[src/rtl/multicycle_control.sv]
// Multi-cycle RISC-V control sequencer: fetch/decode/execute/memory/writeback FSM for a shared memory port.
// Optional retired-instruction counter enabled by defining MC_RETIRE_CNT_EN.
module multicycle_control #(
  parameter bit ILLEGAL_HALT = 1'b1,
  parameter int RETIRE_W     = 32
) (
  input  logic       clk,
  input  logic       reset_n,
  input  logic [6:0] OPCode,
  input  logic       Zero,
  input  logic       MemReady,
  output logic       PCWrite,
  output logic       IRWrite,
  output logic       IorD,
  output logic       MemRead,
  output logic       MemWrite,
  output logic       MemToReg,
  output logic       RegWrite,
  output logic       ALUSrcA,
  output logic [1:0] ALUSrcB,
  output logic [1:0] ALUOp,
  output logic       PCSource,
  output logic       Branch,
  output logic       Trap,
  output logic [3:0] State
`ifdef MC_RETIRE_CNT_EN
  ,
  output logic [RETIRE_W-1:0] Retired
`endif
);

  localparam logic [6:0] OP_R      = 7'b0110011;
  localparam logic [6:0] OP_I      = 7'b0010011;
  localparam logic [6:0] OP_LOAD   = 7'b0000011;
  localparam logic [6:0] OP_STORE  = 7'b0100011;
  localparam logic [6:0] OP_BRANCH = 7'b1100011;

  typedef enum logic [3:0] {
    S_IDLE   = 4'd0,
    S_FETCH  = 4'd1,
    S_DECODE = 4'd2,
    S_EXEC_R = 4'd3,
    S_EXEC_I = 4'd4,
    S_ADDR   = 4'd5,
    S_MEM_RD = 4'd6,
    S_MEM_WR = 4'd7,
    S_WB_ALU = 4'd8,
    S_WB_MEM = 4'd9,
    S_BRANCH = 4'd10,
    S_HALT   = 4'd11
  } state_t;

  typedef struct packed {
    logic       iord;
    logic       mem_read;
    logic       mem_write;
    logic       mem_to_reg;
    logic       reg_write;
    logic       alu_src_a;
    logic [1:0] alu_src_b;
    logic [1:0] alu_op;
    logic       pc_source;
    logic       branch;
    logic       halt;
  } ctrl_t;

  state_t state_reg, state_next;
  ctrl_t  ctrl_reg;
  logic   op_known;
  logic   fetch_done;

  // Moore outputs for a state; registered from state_next so they line up with state_reg.
  function automatic ctrl_t decode_ctrl(input state_t s);
    ctrl_t c;
    c = '0;
    case (s)
      S_FETCH: begin
        c.mem_read  = 1'b1;
        c.alu_src_b = 2'b01;
      end
      S_DECODE: c.alu_src_b = 2'b10;
      S_EXEC_R: begin
        c.alu_src_a = 1'b1;
        c.alu_op    = 2'b10;
      end
      S_EXEC_I: begin
        c.alu_src_a = 1'b1;
        c.alu_src_b = 2'b10;
        c.alu_op    = 2'b11;
      end
      S_ADDR: begin
        c.alu_src_a = 1'b1;
        c.alu_src_b = 2'b10;
      end
      S_MEM_RD: begin
        c.mem_read = 1'b1;
        c.iord     = 1'b1;
      end
      S_MEM_WR: begin
        c.mem_write = 1'b1;
        c.iord      = 1'b1;
      end
      S_WB_ALU: c.reg_write = 1'b1;
      S_WB_MEM: begin
        c.reg_write  = 1'b1;
        c.mem_to_reg = 1'b1;
      end
      S_BRANCH: begin
        c.alu_src_a = 1'b1;
        c.alu_op    = 2'b01;
        c.branch    = 1'b1;
        c.pc_source = 1'b1;
      end
      S_HALT:  c.halt = 1'b1;
      default: c = '0;
    endcase
    return c;
  endfunction

  assign op_known = (OPCode == OP_R) || (OPCode == OP_I) || (OPCode == OP_LOAD) ||
                    (OPCode == OP_STORE) || (OPCode == OP_BRANCH);

  always_comb begin
    state_next = S_IDLE;
    case (state_reg)
      S_IDLE:   state_next = S_FETCH;
      S_FETCH:  state_next = MemReady ? S_DECODE : S_FETCH;
      S_DECODE: begin
        case (OPCode)
          OP_R:               state_next = S_EXEC_R;
          OP_I:               state_next = S_EXEC_I;
          OP_LOAD, OP_STORE:  state_next = S_ADDR;
          OP_BRANCH:          state_next = S_BRANCH;
          default:            state_next = ILLEGAL_HALT ? S_HALT : S_FETCH;
        endcase
      end
      S_EXEC_R: state_next = S_WB_ALU;
      S_EXEC_I: state_next = S_WB_ALU;
      S_ADDR:   state_next = (OPCode == OP_LOAD) ? S_MEM_RD : S_MEM_WR;
      S_MEM_RD: state_next = MemReady ? S_WB_MEM : S_MEM_RD;
      S_MEM_WR: state_next = MemReady ? S_FETCH : S_MEM_WR;
      S_WB_ALU: state_next = S_FETCH;
      S_WB_MEM: state_next = S_FETCH;
      S_BRANCH: state_next = S_FETCH;
      S_HALT:   state_next = S_HALT;
      default:  state_next = S_IDLE;
    endcase
  end

  always_ff @(posedge clk or negedge reset_n) begin
    if (!reset_n) begin
      state_reg <= S_IDLE;
      ctrl_reg  <= '0;
    end else begin
      state_reg <= state_next;
      ctrl_reg  <= decode_ctrl(state_next);
    end
  end

  // The two Mealy terms: IR/PC load on fetch completion, PC load on a taken branch.
  assign fetch_done = (state_reg == S_FETCH) && MemReady;
  assign IRWrite    = fetch_done;
  assign PCWrite    = fetch_done || (ctrl_reg.branch && Zero);

  assign IorD     = ctrl_reg.iord;
  assign MemRead  = ctrl_reg.mem_read;
  assign MemWrite = ctrl_reg.mem_write;
  assign MemToReg = ctrl_reg.mem_to_reg;
  assign RegWrite = ctrl_reg.reg_write;
  assign ALUSrcA  = ctrl_reg.alu_src_a;
  assign ALUSrcB  = ctrl_reg.alu_src_b;
  assign ALUOp    = ctrl_reg.alu_op;
  assign PCSource = ctrl_reg.pc_source;
  assign Branch   = ctrl_reg.branch;
  assign Trap     = ctrl_reg.halt ||
                    ((state_reg == S_DECODE) && !op_known && (ILLEGAL_HALT == 1'b0));
  assign State    = state_reg;

`ifdef MC_RETIRE_CNT_EN
  logic [RETIRE_W-1:0] retired_reg;
  logic                retire_evt;

  assign retire_evt = (state_reg == S_WB_ALU) || (state_reg == S_WB_MEM) ||
                      (state_reg == S_BRANCH) || ((state_reg == S_MEM_WR) && MemReady);

  always_ff @(posedge clk or negedge reset_n) begin
    if (!reset_n) begin
      retired_reg <= '0;
    end else if (retire_evt) begin
      retired_reg <= retired_reg + {{(RETIRE_W-1){1'b0}}, 1'b1};
    end
  end

  assign Retired = retired_reg;
`else
  logic [RETIRE_W-1:0] unused_retire_w;
  assign unused_retire_w = '0;
`endif

endmodule

[config.mk]
export PLATFORM = sky130hd
export DESIGN_NAME = multicycle_control
export DESIGN_NICKNAME = d
export VERILOG_FILES = /design/src/rtl/multicycle_control.sv
export SDC_FILE = /design/constraint.sdc
export NUM_CORES = 1
export LEC_CHECK = 0
export ABC_AREA = 1
export BUFFER_PORTS_ARGS = -buffer_cell sky130_fd_sc_hd__buf_2
export CORE_MARGIN = 4
export CORE_UTILIZATION = 43
export CTS_CLUSTER_SIZE = 14
export DETAILED_ROUTE_END_ITERATION = 7
export PLACE_DENSITY = 0.73
export SYNTH_ARGS = -nofsm -noshare
export SYNTH_HDL_FRONTEND = slang
export SYNTH_SLANG_ARGS = --single-unit
[constraint.sdc]
create_clock -name clk -period 1.4 [get_ports clk]
set_input_delay 0.28 -clock clk [delete_from_list [all_inputs] [get_ports clk]]
set_output_delay 0.28 -clock clk [all_outputs]
set_load 0.05 [all_outputs]
# [Word level (Yosys, flattened, before mapping)]
# Cells that the tools add are included.
[op_classes] n_eq_ne=27 n_mux=16 n_reduce_logical=12
[ops] op="4-bit by 3-bit equality test with 1-bit output (second input constant)" count=8
[ops] op="4-bit equality test (second input constant)" count=8
[ops] op="4-bit one-hot mux with 8 select lines" count=1
[ops] op="4-bit by 2-bit equality test with 1-bit output (second input constant)" count=4
[ops] op="4-bit one-hot mux with 4 select lines" count=1
[ops] op="7-bit by 6-bit equality test with 1-bit output (second input constant)" count=2
[ops] op="2-bit OR reduction" count=5
[ops] op="4-bit by 1-bit equality test with 1-bit output (second input constant)" count=2
[ops] op="1-bit 2-to-1 mux" count=8
[ops] op="4-bit OR reduction" count=2
[ops] op="7-bit by 2-bit equality test with 1-bit output (second input constant)" count=1
[ops] op="7-bit by 5-bit equality test with 1-bit output (second input constant)" count=1
[ops] op="7-bit equality test (second input constant)" count=1
[ops] op="2-bit one-hot mux with 3 select lines" count=1
[ops] op="4-bit zero test" count=1
[ops] op="2-bit 2-to-1 mux" count=2
[ops] op="4-bit 2-to-1 mux" count=1
[ops] op="2-bit one-hot mux with 2 select lines" count=1
[ops] op="3-bit 2-to-1 mux" count=1
[ops] op="3-bit OR reduction" count=1
[ops] op="1-bit logical AND" count=2
[ops] op="1-bit logical OR" count=1
[word_totals] ff_bits=17 input_bits=11 elab_cells=67

# [Logic depth before layout (Yosys ltp)]
[logic_depth] depth_word=7 depth_mapped=12 depth_no_buf=12

# [Worst setup path after synthesis]
# Ideal clock, no wire load.
[synth_timing] path_kind="reg2out" from="reg state_reg[0] (netlist: State[0])" to="out PCWrite" arrival_time_ps=1453 setup_slack_ps=-333 stages_incl_launch_ff=5 path_buffers=0 cell_sequence="dfrtp_1 > inv_1 > nor2_2 > nand3_1 > nand2_1"
[synth_via] elab_chain_len=3
[synth_rtl] element="start, declared" line_no="67" text="state_t state_reg, state_next;"
[synth_rtl] element="start signal, assigned" line_no="155" text="state_reg <= state_next;"
[synth_rtl] element="4-bit by 1-bit equality test with 1-bit output" line_no="161" text="assign fetch_done = (state_reg == S_FETCH) && MemReady;"
[synth_rtl] element="1-bit logical AND" line_no="161"
[synth_rtl] element="1-bit logical OR" line_no="163" text="assign PCWrite = fetch_done || (ctrl_reg.branch && Zero);"
[synth_rtl] element="end, declared" line_no="12" text="output logic PCWrite,"
# No other way between the ends.

# [Final worst setup path]
[layout_timing] from="reg state_reg[2] (netlist: State[2])" to="reg ctrl_reg (netlist bit ALUSrcA)"
[layout_via] elab_chain_len=6 word_cells_on_any_way=21 classes_between="eq/ne (15); mux (2); reduce/logical (4)"
[layout_rtl] element="4-bit equality test, or another cell as far along" line_no="125" text="case (state_reg)"
[layout_rtl] element="4-bit OR reduction (no source line) / 2-bit OR reduction (equally long branches)"
[layout_rtl] element="4-bit one-hot mux with 8 select lines (*)" line_no="125"
[layout_rtl] element="via state_next[2]" line_no="67"
[layout_rtl] element="4-bit equality test, or another cell as far along" line_no="76" text="case (s)"
[layout_rtl] element="4-bit OR reduction (no source line) (*)"
[layout_rtl] element="1-bit 2-to-1 mux (*)" line_no="76"
[layout_rtl] element="end signal, assigned" line_no="156" text="ctrl_reg <= decode_ctrl(state_next);"
[layout_rtl] element="end, declared" line_no="68" text="ctrl_t ctrl_reg;"
# The timed path passes the listed nets; every way through them passes the cells marked *.

==> results.sh <==
export IMPL_status="complete, but fails checks"
export IMPL_violations="negative setup slack"
export IMPL_routedWlPerCell_um=14.3
export IMPL_syn_avg_cell_area_um2=7.48
export IMPL_synth_edf_count=0
export IMPL_synth_top_area_share_pct=47.8
export IMPL_synth_common_cells="nand2_1 (27), inv_1 (23), dfrtp_1 (16)"
export IMPL_grt_usage_pct=19.3
export IMPL_dpl_instance_area_um2=1100
export IMPL_worstPathCellList="buf_6 -> nand2_4 -> inv_4 -> nand2_2 -> inv_2 -> nor2_4 -> nand2_4 -> nor2_4 -> nand3_2 -> nand2_2 -> inv_2 -> nand2_2"
export IMPL_finalPower_mw=3.25
export IMPL_cts_buffers=3
export IMPL_finalHoldViolCount=0
export IMPL_critical_path_class="flop to flop"
export IMPL_area_growth_pct=75.7
export IMPL_place_port_buffers=29
export IMPL_rsz0062_at_grt="yes"
export IMPL_clkTransAtPathRegs_ns=0.12
export IMPL_place_congestion=0.825
export IMPL_ir_drop_v=0.00128
export IMPL_maxCapViolCount=0
export IMPL_r2r_start="State[2]$_DFF_PN0_"
export IMPL_vias_per_cell=4.83
export IMPL_post_place_ws_ns=-0.0320
export IMPL_worst_pin_slew_ns=0.368
export IMPL_rows=15
export IMPL_critPathBufInv=4
export IMPL_die_h_um=52.2
export IMPL_postRouteAntennaNets=0
export IMPL_fin_area_um2=1470
export IMPL_yosysMostFrequentCell="nand2_1"
export IMPL_p_leak_nw=0.841
export IMPL_clock_skew_ns=0.0232
export IMPL_arrival_ns=1.86
export IMPL_cts_buffer_depth=2
export IMPL_worst_r2r_path_depth=12
export IMPL_antenna_cells=0
export IMPL_endpoint_kind="flop"
export IMPL_syn_nets=123
export IMPL_yosys_top_cells_area="dfrtp_1 (48%), nand2_1 (12%), inv_1 (10%)"
export IMPL_p_int_mw=1.58
export IMPL_fmaxAchievable_ghz=0.628
export IMPL_p_sw_mw=1.66
export IMPL_postSynthCellCount=112
export IMPL_initial_core_util_pct=47.0
export IMPL_grt_pass1_wl_mm=3.79
export IMPL_cts_root_buf="clkbuf_4"
export IMPL_io_pins=30
export IMPL_synth_cell_area_um2=838
export IMPL_worstReg2RegEnd="ALUSrcA$_DFF_PN0_"
export IMPL_clkSinkCount=16
export IMPL_combPwrFrac_pct=69.4
export IMPL_regToRegSetupSlack_ns=-0.19
export IMPL_switching_share_pct=51.2
export IMPL_antenna_found_initial=0
export IMPL_path_max_fanout=4
export IMPL_slew_headroom_pct=75.5
export IMPL_totalWireLength_mm=2.74
export IMPL_min_from="MemReady"
export IMPL_min_path_cells=3
export IMPL_fin_tns_setup_ns=-1.77
export IMPL_num_vias=927
export IMPL_yosysTopAreaCell="dfrtp_1"
export IMPL_cts_tree="built"
export IMPL_power_density_nw_per_um2=2200
export IMPL_fin_crit_sh_pct=114
export IMPL_ys_seq_area_share_pct=47.8
export IMPL_synth_flop_cell="dfrtp_1"
export IMPL_sequentialPowerShare_pct=20.3
export IMPL_largest_reg_flops=4
export IMPL_core_area_um2=1780
export IMPL_synth_seq_cells=16
export IMPL_pwr_share_clk_pct=10.3
export IMPL_cp_start_kind="flop"
export IMPL_drc=0
export IMPL_yosysWarnings=0
export IMPL_die_area_um2=2720
export IMPL_final_max_slew_viol_count=0
export IMPL_hp_class="input port to flop"
export IMPL_dieWidth_um=52.2
export IMPL_nFillCells=101
export IMPL_synth_cell_types=16
export IMPL_critical_path_required_ns=1.67
export IMPL_first_global_vias=878
export IMPL_period_minus_slack_ns=1.59
export IMPL_nets=179
export IMPL_slowest_stage="dfrtp_2"
export IMPL_htree_levels=1
export IMPL_drive_gt1_share_pct=63.5
export IMPL_cpPeakStageDelay_ns=0.46
export IMPL_grt_start_max_net_pins=17
export IMPL_holdPathEnd="MemToReg$_DFF_PN0_"
export IMPL_drt_pass1_iter_count=4
export IMPL_path_common_cell="nand2_2"
export IMPL_synth_async_reset_ratio_pct=100
export IMPL_grt_overflow_total=0
export IMPL_layout_setup_ws_ns=-0.192
export IMPL_dpl_hpwl_mm=1.55
export IMPL_clk_latency_ns=0.32
export IMPL_critical_path_startpoint="State[2]$_DFF_PN0_"
export IMPL_cp_top_family="simple AND/OR/NAND/NOR gates"
export IMPL_setup_violations=15
export IMPL_drt_iter0_markers=20
## worst max-delay path by stage
stage                     cells after the start           endpoint
after CTS                                    12  ALUSrcA$_DFF_PN0_
after floorplan                              12  ALUSrcA$_DFF_PN0_
final                                        12  ALUSrcA$_DFF_PN0_
after global routing                         13  ALUSrcA$_DFF_PN0_
after global placement                       10  ALUSrcA$_DFF_PN0_
after detailed placement                      4            IRWrite
## tightest hold or removal path: cells and delay by family
family        cells  cell delay (ns)
simple gates      1             0.06
buf+inv           2             0.23
## kinds of logic after synthesis
| logic type | Yosys count | synth area share (%) |
|---|---|---|
| AO/OA/AOI/OAI | 4 | 2.69 |
| buffers and inverters | 27 | 12.5 |
| flip-flops | 16 | 47.8 |
| AND/OR/NAND/NOR | 65 | 37.0 |
## through the flow
stage	hold slack, ns	utilization (%)	cells
floorplan	-0.0156	-	112
global placement	0.197	61.7	171
detailed placement	0.205	61.7	171
CTS	0.283	70.9	186
global route	0.282	82.6	192
finish	0.276	82.6	192
## routing by layer
layer | share of wire (%) | global-route usage, %
met2 | 56 | 35.8
met3 | 4.2 | 2.58
met1 | 38 | 20.9
met5 | 0 | 0
met4 | 1.9 | 10.6
## cell usage in the layout (no fill, tap or decap), types with 2 or more instances in the layout
cell      count
buf_2        23
nand2_1      18
buf_4        18
inv_1        15
dfrtp_1      12
nand2_2      11
nor2_1        9
nor2_4        8
buf_6         7
inv_2         6
nand3_4       5
clkbuf_4      5
dfrtp_2       4
inv_4         4
nand3_1       4
nand3_2       4
o21ai_2       2
nand2_4       2
## power groups by stage
stage                     clock [mW]  combinational, mW  sequential (mW)
after floorplan                    0              0.633             1.07
after global placement             0               1.38            0.669
after detailed placement           0               1.41            0.673
after CTS                      0.317               1.73            0.640
after global routing           0.363               2.37            0.665
final                          0.334               2.25            0.659
## what timing repair did
item                                   4_1_cts  5_1_grt
hold buffers                                 1        0
setup endpoints to repair                    5       17
setup buffers                               10        6
pin swaps                                    9       31
endpoints found under the hold margin       16        0
resized for setup                           12       46
gates cloned                                 0        0
## final cells by class
cell class,instances,area (um2),area share (%)
Sequential cell,16,405,27.5
Inverter,26,111,7.56
Clock buffer,4,36.3,2.46
Multi-Input combinational cell,69,519,35.3
Timing Repair Buffer,52,369,25.1
Tap cell,25,31.3,2.12
(Power assumes the default switching activity.)
